==> src/rtl/sal_ddr_pkg.sv <==
// rtl/sal_ddr_pkg.sv - shared DDR2 bank types: command encodings, bank states, timer width
package sal_ddr_pkg;

    localparam int TIMER_W_DEF = 5;

    typedef enum logic [1:0] {
        CMD_PRE = 2'd0,
        CMD_ACT = 2'd1,
        CMD_RD  = 2'd2,
        CMD_WR  = 2'd3
    } cmd_type_e;

    typedef enum logic [1:0] {
        ST_IDLE     = 2'd0,
        ST_ACT_WAIT = 2'd1,
        ST_ACTIVE   = 2'd2,
        ST_PRE_WAIT = 2'd3
    } bank_state_e;

endpackage

==> src/rtl/sal_dn_timer.sv <==
// rtl/sal_dn_timer.sv - loadable saturating down-counter with expired flag
// Loading N makes expired rise exactly max(N,1) cycles after the load edge.
module sal_dn_timer
    import sal_ddr_pkg::*;
#(
    parameter int W = TIMER_W_DEF
) (
    input  logic         clk,
    input  logic         rst,
    input  logic         load,
    input  logic [W-1:0] value,
    output logic         expired
);

    logic [W-1:0] cnt;

    always_ff @(posedge clk) begin
        if (rst) begin
            cnt <= '0;
        end else if (load) begin
            cnt <= (value == '0) ? '0 : value - W'(1);
        end else if (cnt != '0) begin
            cnt <= cnt - W'(1);
        end
    end

    assign expired = (cnt == '0);

endmodule

==> src/rtl/sal_bank_fsm.sv <==
// rtl/sal_bank_fsm.sv - per-bank DDR2 state machine issuing ACT/RD/WR/PRE requests
// Enforces tRCD/tRP/tRAS, open- or close-page policy, and parks the bank for refresh.
module sal_bank_fsm
    import sal_ddr_pkg::*;
#(
    parameter int ROW_W       = 14,
    parameter int COL_W       = 10,
    parameter int ID_W        = 4,
    parameter int TIMER_W     = TIMER_W_DEF,
    parameter int PAGE_POLICY = 0
) (
    input  logic               clk,
    input  logic               rst,
    input  logic               req_valid,
    output logic               req_ready,
    input  logic               req_wr,
    input  logic [ROW_W-1:0]   req_row,
    input  logic [COL_W-1:0]   req_col,
    input  logic [ID_W-1:0]    req_id,
    input  logic [TIMER_W-1:0] cfg_trcd,
    input  logic [TIMER_W-1:0] cfg_trp,
    input  logic [TIMER_W-1:0] cfg_tras,
    output logic               cmd_valid,
    input  logic               cmd_ready,
    output logic [1:0]         cmd_type,
    output logic [ROW_W-1:0]   cmd_row,
    output logic [COL_W-1:0]   cmd_col,
    output logic [ID_W-1:0]    cmd_id,
    input  logic               ref_req,
    output logic               ref_ack,
    output logic               bank_open,
    output logic [ROW_W-1:0]   open_row
);

    bank_state_e state_q, state_d;

    logic             buf_valid;
    logic             buf_wr;
    logic [ROW_W-1:0] buf_row;
    logic [COL_W-1:0] buf_col;
    logic [ID_W-1:0]  buf_id;

    logic             hold_valid;
    cmd_type_e        hold_type;
    logic [ROW_W-1:0] hold_row;
    logic [COL_W-1:0] hold_col;
    logic [ID_W-1:0]  hold_id;

    logic      fresh_valid;
    cmd_type_e fresh_type;
    cmd_type_e cmd_type_w;

    logic trcd_exp, trp_exp, tras_exp;
    logic cmd_hs, act_hs, pre_hs, rw_hs;
    logic closed_win, open_win, row_hit;

    assign cmd_hs = cmd_valid && cmd_ready;
    assign act_hs = cmd_hs && (cmd_type_w == CMD_ACT);
    assign pre_hs = cmd_hs && (cmd_type_w == CMD_PRE);
    assign rw_hs  = cmd_hs && ((cmd_type_w == CMD_RD) || (cmd_type_w == CMD_WR));

    // The wait states behave like their target state in the cycle their timer
    // expires, so the dependent command lands exactly max(N,1) cycles later.
    assign closed_win = (state_q == ST_IDLE) || ((state_q == ST_PRE_WAIT) && trp_exp);
    assign open_win   = (state_q == ST_ACTIVE) || ((state_q == ST_ACT_WAIT) && trcd_exp);
    assign row_hit    = bank_open && (buf_row == open_row);

    sal_dn_timer #(.W(TIMER_W)) u_trcd (
        .clk     (clk),
        .rst     (rst),
        .load    (act_hs),
        .value   (cfg_trcd),
        .expired (trcd_exp)
    );

    sal_dn_timer #(.W(TIMER_W)) u_tras (
        .clk     (clk),
        .rst     (rst),
        .load    (act_hs),
        .value   (cfg_tras),
        .expired (tras_exp)
    );

    sal_dn_timer #(.W(TIMER_W)) u_trp (
        .clk     (clk),
        .rst     (rst),
        .load    (pre_hs),
        .value   (cfg_trp),
        .expired (trp_exp)
    );

    always_ff @(posedge clk) begin
        if (rst) begin
            state_q <= ST_IDLE;
        end else begin
            state_q <= state_d;
        end
    end

    always_comb begin
        state_d = state_q;
        case (state_q)
            ST_IDLE: begin
                if (act_hs) state_d = ST_ACT_WAIT;
            end
            ST_ACT_WAIT: begin
                if (trcd_exp) state_d = pre_hs ? ST_PRE_WAIT : ST_ACTIVE;
            end
            ST_ACTIVE: begin
                if (pre_hs) state_d = ST_PRE_WAIT;
            end
            ST_PRE_WAIT: begin
                if (trp_exp) state_d = act_hs ? ST_ACT_WAIT : ST_IDLE;
            end
            default: state_d = ST_IDLE;
        endcase
    end

    always_comb begin
        fresh_valid = 1'b0;
        fresh_type  = CMD_PRE;
        if (closed_win) begin
            if (buf_valid && !ref_req && trp_exp) begin
                fresh_valid = 1'b1;
                fresh_type  = CMD_ACT;
            end
        end else if (open_win) begin
            if (buf_valid && row_hit) begin
                fresh_valid = 1'b1;
                fresh_type  = buf_wr ? CMD_WR : CMD_RD;
            end else if ((buf_valid || ref_req || (PAGE_POLICY != 0)) && tras_exp) begin
                fresh_valid = 1'b1;
                fresh_type  = CMD_PRE;
            end
        end

        // A stalled command is replayed from the hold copy so it cannot change
        // when the buffer refills or ref_req moves before the grant.
        cmd_valid  = hold_valid || fresh_valid;
        cmd_type_w = hold_valid ? hold_type : fresh_type;
        cmd_row    = hold_valid ? hold_row  : buf_row;
        cmd_col    = hold_valid ? hold_col  : buf_col;
        cmd_id     = hold_valid ? hold_id   : buf_id;
        cmd_type   = cmd_type_w;
        req_ready  = !buf_valid;
        ref_ack    = (state_q == ST_IDLE) && ref_req && !cmd_valid;
    end

    always_ff @(posedge clk) begin
        if (rst) begin
            hold_valid <= 1'b0;
            hold_type  <= CMD_PRE;
            hold_row   <= '0;
            hold_col   <= '0;
            hold_id    <= '0;
        end else if (cmd_valid && !cmd_ready) begin
            hold_valid <= 1'b1;
            hold_type  <= cmd_type_w;
            hold_row   <= cmd_row;
            hold_col   <= cmd_col;
            hold_id    <= cmd_id;
        end else begin
            hold_valid <= 1'b0;
        end
    end

    always_ff @(posedge clk) begin
        if (rst) begin
            buf_valid <= 1'b0;
            buf_wr    <= 1'b0;
            buf_row   <= '0;
            buf_col   <= '0;
            buf_id    <= '0;
        end else if (rw_hs) begin
            buf_valid <= 1'b0;
        end else if (req_valid && !buf_valid) begin
            buf_valid <= 1'b1;
            buf_wr    <= req_wr;
            buf_row   <= req_row;
            buf_col   <= req_col;
            buf_id    <= req_id;
        end
    end

    always_ff @(posedge clk) begin
        if (rst) begin
            bank_open <= 1'b0;
            open_row  <= '0;
        end else if (act_hs) begin
            bank_open <= 1'b1;
            open_row  <= cmd_row;
        end else if (pre_hs) begin
            bank_open <= 1'b0;
        end
    end

endmodule

==> config.mk <==
export PLATFORM = sky130hd
export DESIGN_NAME = sal_bank_fsm
export DESIGN_NICKNAME = d
export VERILOG_FILES = /design/src/rtl/sal_ddr_pkg.sv /design/src/rtl/sal_dn_timer.sv /design/src/rtl/sal_bank_fsm.sv
export SDC_FILE = /design/constraint.sdc
export NUM_CORES = 1
export LEC_CHECK = 0
export ABC_CLOCK_PERIOD_IN_PS = 4500
export BUFFER_PORTS_ARGS = -buffer_cell sky130_fd_sc_hd__buf_2
export CORE_AREA = 2 2 127 129
export CTS_BUF_LIST = sky130_fd_sc_hd__clkbuf_4
export CTS_CLUSTER_SIZE = 10
export DETAILED_ROUTE_END_ITERATION = 8
export DIE_AREA = 0 0 129 131
export GPL_ROUTABILITY_DRIVEN = 1
export PLACE_DENSITY = 0.59
export SYNTH_ARGS = -nofsm -noshare
export SYNTH_HDL_FRONTEND = slang
export SYNTH_SLANG_ARGS = --single-unit
==> constraint.sdc <==
create_clock -name clk -period 4.5 [get_ports clk]
set_input_delay 0.675 -clock clk [delete_from_list [all_inputs] [get_ports clk]]
set_output_delay 0.675 -clock clk [all_outputs]
set_load 0.01 [all_outputs]
**After elaboration in Yosys (flattened, before gate mapping)**

Index checks and enable logic that the tools add are counted.

- Register bits after elaboration: 93
- Input bits: 49
- Output and inout port bits: 48
- Word-level logic and storage cells: 109

- Add/sub/neg operators: 6
- Equality and inequality tests: 11
- Muxes and demuxes: 33
- Bitwise operators: 1
- Reductions and logical operators: 42

Operators with widths:

| cell | number |
|---|---|
| 5-bit two-way mux | 9 |
| 5-bit logical NOT | 6 |
| 5-bit by 1-bit subtractor with 5-bit output, second input constant | 6 |
| 2-bit two-way mux | 8 |
| 1-bit logical AND | 15 |
| 5-bit nonzero test | 3 |
| 14-bit equality test | 1 |
| 14-bit two-way mux | 1 |
| 1-bit two-way mux | 12 |
| 10-bit two-way mux | 1 |
| 2-bit equality test, second input constant | 4 |
| 2-bit inequality test, second input constant | 4 |
| 2-bit case mux with 4 select lines | 1 |
| 2-bit nonzero test | 4 |
| 1-bit logical OR | 5 |
| 2-bit by 1-bit equality test with 1-bit output, second input constant | 2 |
| 1-bit logical NOT | 4 |
| 2-bit logical NOT | 2 |
| 4-bit two-way mux | 1 |
| 4-bit AND reduction | 1 |
| 2-bit AND reduction | 1 |
| 2-bit OR reduction | 1 |
| 1-bit inverter | 1 |

**Logic depth before layout (Yosys ltp)**

Gate-level depths: netlist (run 1).

- Depth after elaboration: 12
- Gate-level depth with buffers: 11
- Mapped depth without buffers: 10

**Modules after synthesis**

A second synthesis (run 1) with hierarchy kept.

- Cells, all modules: 464
- Area, all modules: 4687.0 um2

Modules (own cells, without submodules):

| module | times used | cells each | area each (um2) |
|---|---|---|---|
| sal_bank_fsm | 1 | 344 | 3602.2 |
| sal_dn_timer | 3 | 40 | 361.6 |

**Least setup slack after synthesis (run 1)**

No wires, ideal clock.

- Path type: flip-flop to flip-flop
- Start: register state_q[0]
- End: register buf_col[7]
- Arrival time: 2401 ps
- Data required time: 4372 ps
- Path slack: 1971 ps
- Cell stages (with the launch flop): 12
- Buffers on the path: 2
- Clock period less this slack: 2529 ps
- Cell sequence: dfxtp_1 > inv_1 > ha_1 > or2_0 > a41oi_1 > o21ai_0 > o211ai_1 > o211a_1 > buf_6 > buf_6 > mux2i_1 > nor2_1

- Longest elaborated chain between the ends: 11
- Elaborated cells between the ends (all ways): 21
- Classes of those cells: 5 x eq/ne; 5 x mux; 1 x bitwise; 10 x reduce/logical

Ends and longest elaborated chain:

| element | RTL line | text |
|---|---|---|
| start: declaration | sal_bank_fsm.sv:35 | `bank_state_e state_q, state_d;` |
| start signal: assignment | sal_bank_fsm.sv:96 | `state_q <= state_d;` |
| 2-bit by 1-bit equality test with 1-bit output | sal_bank_fsm.sv:65 | `assign open_win = (state_q == ST_ACTIVE) \|\| ((state_q == ST_ACT_WAIT) && trcd_exp);` |
| 1-bit logical AND | sal_bank_fsm.sv:65 |  |
| 1-bit logical OR | sal_bank_fsm.sv:65 |  |
| 2-bit two-way mux | sal_bank_fsm.sv:127 | `end else if (open_win) begin` |
| 2-bit two-way mux | sal_bank_fsm.sv:122 | `if (closed_win) begin` |
| 2-bit two-way mux | sal_bank_fsm.sv:140 | `cmd_type_w = hold_valid ? hold_type : fresh_type;` |
| 2-bit equality test | sal_bank_fsm.sv:60 | `assign rw_hs = cmd_hs && ((cmd_type_w == CMD_RD) \|\| (cmd_type_w == CMD_WR));` |
| 1-bit logical OR | sal_bank_fsm.sv:60 |  |
| 1-bit logical AND * | sal_bank_fsm.sv:60 |  |
| 1-bit inverter (no line) * | n/a |  |
| 2-bit AND reduction (no line) * | n/a |  |
| end signal: assignment | sal_bank_fsm.sv:180 | `buf_col <= req_col;` |
| end: declaration | sal_bank_fsm.sv:40 | `logic [COL_W-1:0] buf_col;` |

Every way passes the cells marked *; elsewhere a longest branch is shown, timed or not.
A chain may end at the register's enable or synchronous reset.

**Worst setup path in the final report (run 1)**

- Start: register state_q[0]
- End: register buf_col[2]

Same word-level chain as after synthesis.

==> results.json, run 1 <==
{
  "status": "finished, final reports clean",
  "finalCriticalPeriod_ns": 3.55,
  "boundaryPins": 97,
  "final_util": 0.342,
  "ctsHoldBuffers": 0,
  "crit_required_ns": 4.83,
  "maxSlewViolCount": 0,
  "fin_crit_sh": 0.788,
  "fin_area_sq_um": 5340,
  "path_clk_slew_ns": 0.15,
  "htree_num_levels": 3,
  "power.leakage_nw": 2.37,
  "num_antenna_cells": 0,
  "path_cells": "inv_1 > ha_1 > or2_0 > a41oi_1 > o21ai_0 > o211ai_1 > o211a_2 > buf_4 > mux2i_1 > nor2_1",
  "seqPwrFrac": 0.460,
  "die_h_um": 131,
  "clock-root-buffer": "clkbuf_4",
  "numPortBuffers": 96,
  "drtPass1Iterations": 4,
  "grt_overflow": 0,
  "share_comb_of_total_power": 0.363,
  "pwr_density_cell_nw_per_um2": 420,
  "start_util": 0.293,
  "hp-class": "in -> reg",
  "dpl_cell_area_sq_um": 5230,
  "fin_nets": 651,
  "wl_per_cell_um": 13.8,
  "max_stage_delay_ns": 0.66,
  "syn_nets": 566,
  "synthArstFlopShare": 0,
  "die_x_um": 129,
  "hold_violations": 0,
  "ant_nets": 0,
  "synth_area_per_cell_sq_um": 9.06,
  "ys_types": 41,
  "skew_ns": 0.0155,
  "synth_edf_count": 0,
  "numCtsBuffers": 9,
  "fmax_ghz": 0.282,
  "holdPathStages": 3,
  "start_kind": "flop",
  "post-dp-hpwl_mm": 8.10,
  "avgViaCountPerCell": 4.59,
  "ctsLongestPathBuffers": 2,
  "syn_inst": 504,
  "cts_resized": 0,
  "seq_area_sq_um": 1860,
  "swShare": 0.368,
  "mostFrequentLayoutCells": "nor2_1, buf_2, dfxtp_1, mux2i_1, inv_1",
  "p_clk_frac": 0.178,
  "grtUsageTotal": 0.135,
  "ir_worst_vdd_mv": 0.139,
  "wirelength_mm": 11.2,
  "design.core.area_sq_um": 15600,
  "die_area_sq_um": 16900,
  "cp_max_fo": 17,
  "synthToLayoutAreaGrowth_pct": 16.9,
  "cts_setup_buffers": 0,
  "routabilityCongestion": 0.806,
  "arrival_ns": 3.87,
  "tightest_slew_ns": 0.884,
  "ys_warn_count": 0,
  "cp-end-kind": "flop",
  "post-place-cells": 794,
  "max_slew_margin": 0.410,
  "cap_violations": 0,
  "crit_type": "reg -> reg",
  "grt_max_degree": 49,
  "rows": 46,
  "fill_cells": 1613,
  "grt_antenna_before_repair": 0,
  "ys.flop_type": "dfxtp_1",
  "ys_seq_area_frac": 0.408,
  "crit_slowest_cell": "o211a_2",
  "cts_tree": "done",
  "cts.sinks": 93,
  "num_vias": 3717,
  "route.detailed.drc": 0,
  "rr_worst_depth": 10,
  "power_switching_mw": 0.825,
  "setup_viol": 0,
  "first_iter_violations": 126,
  "ys_ff_latch": 93,
  "multi_input_area_sq_um": 2440,
  "drive_above_1_share": 0.236,
  "grt_pass1_wl_mm": 17.8,
  "clock_latency_ns": 0.47,
  "p_int_mw": 1.42,
  "grt_pass1_vias": 3585,
  "syn_area_sq_um": 4570,
  "finalNonFillerCells": 809,
  "rsz0062_at_grt": "no",
  "setup_tns_ns": 0
}
cells by family (layout without fill, tap and decap cells):
group / after synthesis / in the layout / synth area share
simple gates: 165 / 165 / 0.169
flops: 93 / 93 / 0.408
xor+xnor: 28 / 28 / 0.0537
fa+ha+maj: 13 / 13 / 0.0356
mux: 77 / 77 / 0.173
buf+inv: 64 / 153 / 0.0595
compound gates: 64 / 64 / 0.102
routing by layer:
metal | up-vias | wire length (um) | global-route usage
met5 | - | 0 | 0
met4 | 0 | 231 | 0.0588
met3 | 15 | 516 | 0.0338
met2 | 87 | 5210 | 0.218
met1 | 1721 | 5250 | 0.171
li1 | 1894 | - | -
worst max-delay path, delay by kind of cell (launching register included):
| kind | cells | cell delay, ns |
|---|---|---|
| compound gates | 4 | 1.76 |
| fa+ha+maj | 1 | 0.27 |
| buf+inv | 2 | 0.46 |
| flops | 1 | 0.40 |
| mux | 1 | 0.21 |
| simple gates | 2 | 0.30 |
registers in the layout, indices dropped and copies added (netlist names), 5 cells and up:
signal      cells
buf_row        14
hold_row       14
open_row       14
buf_col        10
hold_col       10
u_tras.cnt      5
u_trcd.cnt      5
u_trp.cnt       5
cells in the mapped netlist (all sizes together) (2+ instances only):
cell type   n  area share
nor3       15       0.019
and2        3      0.0041
or3        10       0.014
o21ai       7      0.0077
inv        37       0.030
xnor2      10       0.019
nor4        7      0.0096
mux2       16       0.039
ha         13       0.036
and4        2      0.0038
nand3       7      0.0077
nand2      16       0.013
nand2b      2      0.0027
xor2       18       0.035
nand3b      2      0.0033
nor2       96       0.079
nor4b       2      0.0085
dfxtp      93        0.41
a21oi      16       0.018
mux2i      61        0.13
buf        13       0.018
o211ai      3      0.0049
a211oi     30       0.049
clkbuf     14       0.012
final timing paths:
kind,start,endpoint,slack (ns)
min reg2reg,hold_col[1]$_SDFFE_PP0P_,hold_col[1]$_SDFFE_PP0P_,0.50
max,state_q[0]$_SDFFE_PP0P_,buf_col[2]$_SDFFE_PP0P_,0.95
min,req_row[7],buf_row[7]$_SDFFE_PP0P_,0.43
max reg2reg,state_q[0]$_SDFFE_PP0P_,buf_col[2]$_SDFFE_PP0P_,0.95
area by class of cell:
cell class                      count  area share
Clock buffer                       10      0.0141
Clock inverter                      5     0.00539
Inverter                           37      0.0260
Multi-Input combinational cell    347       0.458
Sequential cell                    93       0.349
Tap cell                          216      0.0506
Timing Repair Buffer              101      0.0970
metrics by stage:
step | hold WS (ns) | total power, mW | worst slack (ns)
after global routing | 0.412 | 2.41 | 0.600
after CTS | 0.400 | 2.27 | 0.957
after global placement | 0.467 | 1.82 | 1.19
after detailed placement | 0.478 | 1.87 | 1.00
after floorplan | 0.454 | 1.65 | 1.97
final | 0.431 | 2.24 | 0.954
power groups by stage:
stage	sequential, mW	clock, mW	combinational [mW]
after floorplan	1.03	0	0.618
after global placement	1.04	0	0.779
after detailed placement	1.05	0	0.818
after CTS	1.03	0.418	0.822
after global routing	1.05	0.445	0.918
final	1.03	0.399	0.813
No activity file was read; power rests on OpenSTA's default activity.
==> run 2: changes to the inputs <==
ABC_CLOCK_PERIOD_IN_PS = 3600   (was 4500)
clock period = 3.6 ns   (was 4.5 ns; I/O delays follow)
==> results.json, run 2 (synthesis gave the netlist of run 1 again) <==
{
  "status": "finished, final reports clean",
  "tightest_slew_ns": 0.807,
  "power.leakage_nw": 2.38,
  "rsz0062_at_grt": "no",
  "die_x_um": 129,
  "num_antenna_cells": 0,
  "grt_pass1_vias": 3599,
  "htree_num_levels": 3,
  "synthToLayoutAreaGrowth_pct": 17.8,
  "ctsHoldBuffers": 0,
  "finalNonFillerCells": 811,
  "ir_worst_vdd_mv": 0.198,
  "drive_above_1_share": 0.239,
  "ctsLongestPathBuffers": 2,
  "avgViaCountPerCell": 4.56,
  "grt_use_met1": 0.177,
  "maxSlewViolCount": 0,
  "cts.sinks": 93,
  "boundaryPins": 97,
  "cp_max_fo": 6,
  "max_slew_margin": 0.462,
  "hp-class": "in -> reg",
  "route.detailed.drc": 0,
  "cts_resized": 0,
  "numCtsBuffers": 9,
  "cts_tree": "done",
  "gr-usage-met3": 0.0342,
  "first_iter_violations": 172,
  "mostFrequentLayoutCells": "nor2_1, buf_2, dfxtp_1, mux2i_1, inv_1",
  "routabilityCongestion": 0.793,
  "final_util": 0.345,
  "fin_area_sq_um": 5380,
  "arrival_ns": 2.54,
  "start_kind": "flop",
  "post-dp-hpwl_mm": 8.02,
  "rows": 46,
  "grt_pass1_wl_mm": 18.2,
  "path_clk_slew_ns": 0.14,
  "cp-end-kind": "output pin",
  "fmax_ghz": 0.325,
  "skew_ns": 0.0164,
  "clock-root-buffer": "clkbuf_4",
  "design.core.area_sq_um": 15600,
  "fin_crit_sh": 0.855,
  "wl_per_cell_um": 13.7,
  "start_util": 0.293,
  "fill_cells": 1639,
  "crit_required_ns": 3.06,
  "met2_usage": 0.226,
  "cap_violations": 0,
  "fin_nets": 652,
  "post-place-cells": 795,
  "die_area_sq_um": 16900,
  "wirelength_mm": 11.1,
  "grt_overflow": 0,
  "rr_worst_depth": 10,
  "pwr_density_cell_nw_per_um2": 521,
  "num_vias": 3702,
  "die_h_um": 131,
  "numPortBuffers": 96,
  "clock_latency_ns": 0.46,
  "drtPass1Iterations": 4,
  "dpl_cell_area_sq_um": 5270,
  "setup_viol": 0,
  "grt_max_degree": 56,
  "crit_type": "reg -> out",
  "holdPathStages": 3,
  "ant_nets": 0,
  "grt-busiest-layer": "met2",
  "finalCriticalPeriod_ns": 3.08,
  "grt_antenna_before_repair": 0,
  "grtUsageTotal": 0.138,
  "hold_violations": 0,
  "setup_tns_ns": 0,
  "cts_setup_buffers": 0,
  "largest_registers": "buf_row x14, hold_row x14, open_row x14"
}
[run 2: changes by cell type in the layout (fill, tap and decap cells not counted), sizes merged]
cell      previous run  this run
buf                101       102
clkinvlp             1         2
clkinv               4         3
clkbuf              10        11
[run 2: per-layer routing]
layer	up-vias	routed length, um
li1	1895	-
met1	1713	5220
met2	82	5160
met3	12	557
met4	0	173
met5	-	0
[run 2: worst max-delay path: stages, from the launching register on]
cell	delay [ns]
dfxtp_1	0.40
inv_1	0.09
ha_1	0.26
or2_0	0.24
a41oi_1	0.52
a21oi_1	0.12
a41o_4	0.31
buf_2	0.15
[run 2: cell type report]
class / count / area (sq um) / area share
multi-input cells: 347 / 2440 / 0.455
flip-flops and latches: 93 / 1860 / 0.347
clock inverters: 5 / 27.5 / 0.00512
inverters: 37 / 139 / 0.0258
clock buffers: 11 / 82.6 / 0.0154
repair buffers: 102 / 551 / 0.102
well taps: 216 / 270 / 0.0503
[run 2: worst paths after layout]
kind                                    to                     start  slack (ns)
hold / removal     buf_col[5]$_SDFFE_PP0P_                req_col[5]        0.31
setup reg to reg    buf_id[1]$_SDFFE_PP0P_   state_q[0]$_SDFFE_PP0P_        0.53
hold reg to reg   hold_col[0]$_SDFFE_PP0P_  hold_col[0]$_SDFFE_PP0P_        0.51
setup / recovery               cmd_type[0]   state_q[0]$_SDFFE_PP0P_        0.52
[run 2: through the flow]
step / hold WS [ns] / worst slack, ns / power [mW]
4_1_cts: 0.254 / 0.504 / 2.84
3_3_place_gp: 0.467 / 0.759 / 2.28
3_5_place_dp: 0.477 / 0.612 / 2.33
6_report: 0.310 / 0.521 / 2.80
5_1_grt: 0.260 / 0.295 / 3.05
2_1_floorplan: 0.454 / 1.07 / 2.07
[run 2: power breakdown]
group,switching [mW],internal (mW),total [mW]
Sequential,0.125,1.17,1.30
Combinational,0.544,0.464,1.01
Clock,0.347,0.152,0.499
Total,1.02,1.79,2.80
==> run 3: changes to the inputs <==
==> constraint.sdc (replaced) <==
create_clock -name clk -period 3.6 [get_ports clk]
set_input_delay 0.72 -clock clk [delete_from_list [all_inputs] [get_ports clk]]
set_output_delay 0.72 -clock clk [all_outputs]
set_load 0.01 [all_outputs]
==> results.json, run 3 (synthesis gave the netlist of run 1 again) <==
{
  "crit_slowest_cell": "nor4_1",
  "path_clk_slew_ns": 0.14,
  "setup_viol": 0,
  "cts_setup_buffers": 0,
  "cap_violations": 0,
  "status": "finished, final reports clean",
  "ctsHoldBuffers": 0,
  "design.core.area_sq_um": 15600,
  "rows": 46,
  "rr_worst_depth": 10,
  "reg2reg_from": "state_q[0]$_SDFFE_PP0P_",
  "clock_latency_ns": 0.46,
  "rsz0062_at_grt": "no",
  "ctsLongestPathBuffers": 2,
  "ant_nets": 0,
  "drive_above_1_share": 0.242,
  "cts.sinks": 93,
  "finalCriticalPeriod_ns": 3.26,
  "cts_resized": 0,
  "start_util": 0.293,
  "die_h_um": 131,
  "multi_input_area_sq_um": 2440,
  "fmax_ghz": 0.307,
  "mostFrequentLayoutCells": "nor2_1, buf_2, dfxtp_1, mux2i_1, inv_1",
  "ir_worst_vdd_mv": 0.218,
  "num_vias": 3744,
  "hold_violations": 0,
  "holdWs_ns": 0.487,
  "first_iter_violations": 141,
  "die_area_sq_um": 16900,
  "hp-class": "in -> reg",
  "worstHoldEndpoint": "buf_id[1]$_SDFFE_PP0P_",
  "dpl_cell_area_sq_um": 5260,
  "critPathTopFamily": "simple AND/OR/NAND/NOR gates",
  "grtUsageTotal": 0.139,
  "skew_ns": 0.0132,
  "fin_crit_sh": 0.905,
  "grt_antenna_before_repair": 0,
  "power.leakage_nw": 2.40,
  "boundaryPins": 97,
  "wl_per_cell_um": 13.8,
  "routabilityCongestion": 0.769,
  "grt_pass1_wl_mm": 18.2,
  "path_cells": "inv_1 > ha_1 > nor4b_2 > a21oi_1 > nor4_1 > a22oi_4 > inv_2 > buf_2",
  "wirelength_mm": 11.2,
  "drtPass1Iterations": 4,
  "min_from": "req_id[1]",
  "maxSlewViolCount": 0,
  "rrSetupSlack_ns": 0.59,
  "cts_tree": "done",
  "r2r_end": "buf_col[4]$_SDFFE_PP0P_",
  "die_x_um": 129,
  "post-dp-hpwl_mm": 8.16,
  "num_antenna_cells": 0,
  "htree_num_levels": 3,
  "numCtsBuffers": 9,
  "avgViaCountPerCell": 4.62,
  "fin_nets": 653,
  "arrival_ns": 2.54,
  "fin_area_sq_um": 5420,
  "max_slew_margin": 0.547,
  "cp-end-kind": "output pin",
  "crit_type": "reg -> out",
  "largest_registers": "buf_row x14, hold_row x14, open_row x14",
  "max_stage_delay_ns": 0.55,
  "seq_area_sq_um": 1860,
  "crit_required_ns": 2.88,
  "holdPathStages": 3,
  "pwr_density_cell_nw_per_um2": 542,
  "fill_cells": 1614,
  "setup_tns_ns": 0,
  "grt_overflow": 0,
  "grt_pass1_vias": 3705,
  "tightest_slew_ns": 0.679,
  "clock-root-buffer": "clkbuf_4",
  "path_buf_inv": 3,
  "start_kind": "flop",
  "synthToLayoutAreaGrowth_pct": 18.7,
  "cp_max_fo": 5,
  "route.detailed.drc": 0,
  "numPortBuffers": 96,
  "grt_max_degree": 60,
  "crit_cells": 8
}
## run 3: power by group
| group | switching, mW | internal [mW] | leakage (nW) | total (mW) |
|---|---|---|---|---|
| Combinational | 0.541 | 0.462 | 1.56 | 1.00 |
| Sequential | 0.123 | 1.17 | 0.759 | 1.29 |
| Clock | 0.361 | 0.278 | 0.0780 | 0.638 |
| Total | 1.02 | 1.91 | 2.40 | 2.94 |
## run 3: worst max path at each step
stage	from	endpoint	slack (ns)
global route	u_trcd.cnt[0]$_SDFFE_PP0P_	cmd_type[1]	0.14
floorplan	state_q[0]$_SDFFE_PP0P_	buf_col[7]$_SDFFE_PP0P_	1.07
finish	u_trcd.cnt[0]$_SDFFE_PP0P_	cmd_type[1]	0.34
detailed placement	state_q[0]$_SDFFE_PP0P_	buf_col[2]$_SDFFE_PP0P_	0.60
global placement	state_q[0]$_SDFFE_PP0P_	buf_col[6]$_SDFFE_PP0P_	0.74
CTS	u_trcd.cnt[0]$_SDFFE_PP0P_	cmd_type[1]	0.28
## run 3: through the flow
stage	total power [mW]	instances	worst slack, ns	utilization
after CTS	2.98	811	0.285	0.347
after global placement	2.28	796	0.736	0.337
after detailed placement	2.32	796	0.600	0.337
after global routing	3.17	811	0.137	0.347
final	2.94	811	0.343	0.347
after floorplan	2.07	504	1.07	-
## run 3: worst register-to-register path, stage by stage (launching register included)
cell      delay [ns]
dfxtp_1         0.39
inv_1           0.08
ha_1            0.27
or2_0           0.24
a41oi_1         0.50
o21ai_0         0.18
o211ai_1        0.36
o211a_2         0.24
buf_4           0.33
mux2i_1         0.25
nor2_1          0.05
## run 3: layout make-up
| type | instances | area share |
|---|---|---|
| Inverter | 37 | 0.0256 |
| Sequential cell | 93 | 0.344 |
| Tap cell | 216 | 0.0499 |
| Multi-Input combinational cell | 347 | 0.451 |
| Clock buffer | 9 | 0.0125 |
| Clock inverter | 6 | 0.0164 |
| Timing Repair Buffer | 103 | 0.101 |
## run 3: metal layers
metal | vias to the layer above | track usage | share of wire
met5 | - | 0 | 0
met4 | 0 | 0.0518 | 0.017
met3 | 14 | 0.0326 | 0.045
met2 | 85 | 0.236 | 0.47
met1 | 1746 | 0.172 | 0.47
li1 | 1899 | - | -
